[src/rtl/i2c_line_receiver.sv]
// ---------------------------------------------------------------------------
// i2c_line_receiver
//   Passive I2C bus observer: synchronizes and glitch-filters SCL/SDA,
//   detects START/STOP conditions and assembles received bytes plus the
//   acknowledge bit that follows each byte.
//
// Parameters
//   FILT_LEN   consecutive clk samples (1..15) a synchronized line must
//              differ from its filtered value before the filtered value
//              follows it
//
// Ports
//   clk        system clock, all state updates on its rising edge
//   reset      asynchronous active-high reset
//   scl, sda   raw I2C lines, asynchronous to clk
//   scl_f      filtered SCL
//   sda_f      filtered SDA
//   start_det  one-cycle pulse on START or repeated START
//   stop_det   one-cycle pulse on STOP
//   bus_busy   high from START until STOP
//   byte_data  last completed byte (MSB first on the wire)
//   byte_valid one-cycle pulse when byte_data updates
//   ack_bit    SDA sampled in the 9th clock slot (0 = ACK)
//   ack_valid  one-cycle pulse when ack_bit updates
// ---------------------------------------------------------------------------
module i2c_line_receiver #(
    parameter int unsigned FILT_LEN = 3
) (
    input  logic       clk,
    input  logic       reset,
    input  logic       scl,
    input  logic       sda,
    output logic       scl_f,
    output logic       sda_f,
    output logic       start_det,
    output logic       stop_det,
    output logic       bus_busy,
    output logic [7:0] byte_data,
    output logic       byte_valid,
    output logic       ack_bit,
    output logic       ack_valid
);

    typedef enum logic [1:0] {
        IDLE,
        DATA,
        ACK
    } state_t;

    localparam logic [3:0] CNT_MAX = 4'(FILT_LEN - 1);

    // Bit 1 carries SCL, bit 0 carries SDA throughout the line front end.
    logic [1:0] sync1;
    logic [1:0] sync2;
    logic [1:0] filt;
    logic [1:0] prev;
    logic [3:0] fcnt [2];

    logic scl_p;
    logic sda_p;
    logic scl_rise;
    logic sda_fall;
    logic sda_rise;
    logic start_cond;
    logic stop_cond;

    state_t     state;
    state_t     state_nx;
    logic [2:0] bit_cnt;
    logic [7:0] shreg;
    logic       shift_en;
    logic       byte_done;
    logic       ack_done;
    logic       clr_bits;

    // Synchronizers, per-line filters and the previous-value copies.
    always_ff @(posedge clk or posedge reset) begin
        if (reset) begin
            sync1   <= '1;
            sync2   <= '1;
            filt    <= '1;
            prev    <= '1;
            fcnt[0] <= '0;
            fcnt[1] <= '0;
        end else begin
            sync1 <= {scl, sda};
            sync2 <= sync1;
            prev  <= filt;
            for (int unsigned i = 0; i < 2; i++) begin
                if (sync2[i] == filt[i]) begin
                    fcnt[i] <= '0;
                end else if (fcnt[i] == CNT_MAX) begin
                    filt[i] <= sync2[i];
                    fcnt[i] <= '0;
                end else begin
                    fcnt[i] <= fcnt[i] + 4'd1;
                end
            end
        end
    end

    assign scl_f = filt[1];
    assign sda_f = filt[0];
    assign scl_p = prev[1];
    assign sda_p = prev[0];

    assign scl_rise = scl_f & ~scl_p;
    assign sda_fall = ~sda_f & sda_p;
    assign sda_rise = sda_f & ~sda_p;

    // Requiring SCL high both now and in the previous cycle means an SDA
    // edge coinciding with an SCL edge is never taken as START/STOP.
    assign start_cond = sda_fall & scl_f & scl_p;
    assign stop_cond  = sda_rise & scl_f & scl_p;

    always_ff @(posedge clk or posedge reset) begin
        if (reset) begin
            state <= IDLE;
        end else begin
            state <= state_nx;
        end
    end

    // START/STOP take priority over any scl_rise in the same cycle.
    always_comb begin
        state_nx  = state;
        shift_en  = 1'b0;
        byte_done = 1'b0;
        ack_done  = 1'b0;
        clr_bits  = 1'b0;
        if (start_cond) begin
            state_nx = DATA;
            clr_bits = 1'b1;
        end else if (stop_cond) begin
            state_nx = IDLE;
            clr_bits = 1'b1;
        end else if (scl_rise) begin
            case (state)
                IDLE: ;
                DATA: begin
                    shift_en = 1'b1;
                    if (bit_cnt == 3'd7) begin
                        byte_done = 1'b1;
                        state_nx  = ACK;
                    end
                end
                ACK: begin
                    ack_done = 1'b1;
                    clr_bits = 1'b1;
                    state_nx = DATA;
                end
                default: state_nx = IDLE;
            endcase
        end
    end

    always_ff @(posedge clk or posedge reset) begin
        if (reset) begin
            bit_cnt    <= '0;
            shreg      <= '0;
            byte_data  <= '0;
            byte_valid <= 1'b0;
            ack_bit    <= 1'b1;
            ack_valid  <= 1'b0;
            start_det  <= 1'b0;
            stop_det   <= 1'b0;
            bus_busy   <= 1'b0;
        end else begin
            start_det  <= start_cond;
            stop_det   <= stop_cond;
            byte_valid <= byte_done;
            ack_valid  <= ack_done;
            if (start_cond) begin
                bus_busy <= 1'b1;
            end else if (stop_cond) begin
                bus_busy <= 1'b0;
            end
            if (clr_bits) begin
                bit_cnt <= '0;
                shreg   <= '0;
            end else if (shift_en) begin
                bit_cnt <= bit_cnt + 3'd1;
                shreg   <= {shreg[6:0], sda_f};
            end
            if (byte_done) begin
                byte_data <= {shreg[6:0], sda_f};
            end
            if (ack_done) begin
                ack_bit <= sda_f;
            end
        end
    end

endmodule
[config.mk]
export PLATFORM = sky130hd
export DESIGN_NAME = i2c_line_receiver
export DESIGN_NICKNAME = d
export VERILOG_FILES = /design/src/rtl/i2c_line_receiver.sv
export SDC_FILE = /design/constraint.sdc
export NUM_CORES = 1
export LEC_CHECK = 0
export BUFFER_PORTS_ARGS = -buffer_cell sky130_fd_sc_hd__buf_2
export CAP_MARGIN = 0
export CORE_AREA = 2 2 57 59
export DETAILED_ROUTE_END_ITERATION = 10
export DIE_AREA = 0 0 59 61
export GPL_TIMING_DRIVEN = 0
export PLACE_DENSITY = 0.79
export SYNTH_ARGS = -nofsm -noshare
export SYNTH_HDL_FRONTEND = slang
export SYNTH_SLANG_ARGS = --single-unit
export TNS_END_PERCENT = 30
[constraint.sdc]
create_clock -name clk -period 2.25 [get_ports clk]
set_clock_uncertainty 0.1 [all_clocks]
set_input_delay 0.3375 -clock clk [delete_from_list [all_inputs] [get_ports clk]]
set_output_delay 0.3375 -clock clk [all_outputs]
set_load 0.01 [all_outputs]
==> impl_metrics.env <==
export IMPL_status="complete, no violations"
export IMPL_regArea_sq_um=1060
export IMPL_clk_path_buf_depth=2
export IMPL_relSlewSlack_pct=44.6
export IMPL_worst_r2r_path_depth=4
export IMPL_crit_path_end_kind="register"
export IMPL_rsz0062_at_grt="false"
export IMPL_cts_buffers=5
export IMPL_synth_area_sq_um=1700
export IMPL_synth_avg_cell_area_sq_um=12.1
export IMPL_rr_startpoint="filt[0]"
export IMPL_rr_endpoint="shreg[0]"
export IMPL_cap_violations=0
export IMPL_cts_sinks=42
export IMPL_power_mw=2.07
export IMPL_finalSetupTns_ns=0
export IMPL_drc_errors=0
export IMPL_drt_iter0_markers=38
export IMPL_clkLatencyLatePin_ns=0.35
export IMPL_cp_start_kind="register"
export IMPL_finalCritPeriodShare_pct=72.5
export IMPL_vias=1086
export IMPL_ys_ff_latch=42
export IMPL_power_density_nw_per_um2=1080
export IMPL_finalMaxSlewViolations=0
export IMPL_synthCells=141
export IMPL_first_pass_iters=4
export IMPL_tightestPinTransition_ns=0.829
export IMPL_critPathMaxStageDelay_ns=0.56
export IMPL_cpMaxStageDelayCell="dfstp_2"
export IMPL_port_buffers=19
export IMPL_crit_path_cell_trace="buf_2 -> xnor2_1 -> o21ai_2 -> a21oi_1"
export IMPL_grt_pass1_wl_um=4600
export IMPL_worstPathRequired_ns=2.37
export IMPL_dp_hpwl_um=1770
export IMPL_avgRoutedWirePerCell_um=12.8
export IMPL_fmax_mhz=613
export IMPL_ir_drop_mv=0.605
export IMPL_min_delay_path_class="input port to async pin"
export IMPL_final_cell_mix="33 x dfrtp_1, 24 x nand2_1, 20 x buf_2"
export IMPL_synthesis_nets=151
export IMPL_place_congestion=0.699
export IMPL_synth_warnings=0
export IMPL_ctsResizeCount=0
export IMPL_crit_fanout=10
export IMPL_cts_setup_buffers=0
export IMPL_viasPerCell=5.35
export IMPL_synth_largest_area_cell="dfrtp_1"
export IMPL_synth_edff_count=0
export IMPL_clkTransAtPathRegs_ns=0.11
export IMPL_leakagePower_nw=0.983
export IMPL_cts_max_level=2
export IMPL_ios=20
export IMPL_crit_arrival_ns=1.75
export IMPL_die_h_um=61
export IMPL_ys_types=25
export IMPL_async_flop_share_pct=100
export IMPL_fin_crit_ns=1.63
export IMPL_grt_pass1_vias=1062
export IMPL_nNetsFinal=179
export IMPL_synthTopCellsByArea="dfrtp_1 49%, dfstp_2 14%, mux2_2 6.6%"
export IMPL_ys_seq_area_share_pct=62.4
export IMPL_hold_viol=0
export IMPL_die_x_um=59
export IMPL_multiInputGateArea_sq_um=593
export IMPL_syn_to_final_growth_pct=12.7
export IMPL_n_antenna_cell=0
export IMPL_synth_top_cell_area_share_pct=48.5
export IMPL_ant_nets=0
export IMPL_critical_path_class="register to register"
export IMPL_cts_root_buf="clkbuf_4"
export IMPL_grt_max_degree=43
export IMPL_synth_main_ff_cell="dfrtp_1"
export IMPL_cts_tree="built"
export IMPL_r2r_slack_ns=0.62
export IMPL_grt_usage_pct=17.4
export IMPL_drive_gt1_share_pct=30.0
export IMPL_layout_cells_most_common="dfrtp_1"
export IMPL_die_area_sq_um=3600
export IMPL_cts_hold_buf=2
export IMPL_antenna_found_initial=0
export IMPL_wirelength_um=2610
export IMPL_fillerInstances=242
export IMPL_start_util_pct=57.6
export IMPL_core_area_sq_um=2950
export IMPL_setup_violations_final=0
export IMPL_row_count=20
export IMPL_grt_overflow=0
==> power by group <==
group / internal (mW) / switching [mW]
clock: 0.152 / 0.231
combinational: 0.264 / 0.334
sequential: 0.949 / 0.143
==> flip-flops by register name, indices dropped and copies added, names as in the netlist, 2 cells and up <==
| register | flops |
|---|---|
| byte_data | 8 |
| fcnt | 8 |
| shreg | 7 |
| bit_cnt | 3 |
| filt | 2 |
| prev | 2 |
| state | 2 |
| sync1 | 2 |
| sync2 | 2 |
==> how the worst max path moves through the flow <==
stage,endpoint,cells past startpoint,slack [ns],startpoint
after global placement,byte_data[7],2,0.42,reset
after floorplan,byte_data[0],4,0.71,filt[1]
after CTS,shreg[0],4,0.62,filt[0]
final,shreg[0],4,0.62,filt[0]
after detailed placement,shreg[0],4,0.64,filt[0]
after global routing,bit_cnt[0],4,0.52,filt[0]
==> area by class of cell <==
type	count	area share (%)
clock inverters	1	0.261
inverters	6	1.17
plain buffers	4	1.24
clock buffers	7	2.87
multi-input cells	89	30.9
well taps	33	2.15
repair buffers	21	6.00
flip-flops and latches	42	55.4
==> metal layers <==
layer / GRT usage [%] / vias to the layer above / share of wire, %
met5: 0 / - / 0
met4: 9.74 / 0 / 2.5
met3: 3.84 / 8 / 3.5
met2: 29.4 / 21 / 49
met1: 20.8 / 532 / 45
li1: - / 525 / -
==> kinds of logic after synthesis <==
group                    after synthesis  share of synthesized area, %
XOR/XNOR                               8                          4.12
AND/OR/NAND/NOR                       45                          12.9
AO/OA/AOI/OAI                         20                          6.84
buffers and inverters                 10                          2.72
multiplexers                          10                          6.62
adder cells (fa/ha/maj)                6                          4.41
flip-flops                            42                          62.4
==> Yosys cell counts, types with 2 or more instances <==
master      n
inv_1       6
nor3b_1     3
a21o_1      2
o21ai_0     4
nor2_1     10
dfrtp_1    33
nand2_1    24
nand4bb_1   2
buf_4       2
dfstp_2     9
mux2_2     10
xor2_1      3
nand3_1     2
xnor2_1     5
a21oi_1    10
ha_1        6
nand2b_1    2
==> metrics by stage <==
| stage | cells | area [sq um] | hold slack [ns] | worst slack, ns | util (%) |
|---|---|---|---|---|---|
| floorplan | 141 | 1700 | 0.242 | 0.707 | - |
| global placement | 193 | 1840 | 0.247 | 0.425 | 62.2 |
| detailed placement | 193 | 1840 | 0.248 | 0.638 | 62.2 |
| CTS | 203 | 1920 | 0.0681 | 0.623 | 65.0 |
| global route | 203 | 1920 | 0.121 | 0.522 | 65.0 |
| finish | 203 | 1920 | 0.0407 | 0.618 | 65.0 |
==> critical path, delay by kind of cell, from the launching register on <==
family	cells	cell delay, ns
compound gates	2	0.50
flops	1	0.56
xor+xnor	1	0.13
buf+inv	1	0.22
No activity file was read; power rests on OpenSTA's default activity.
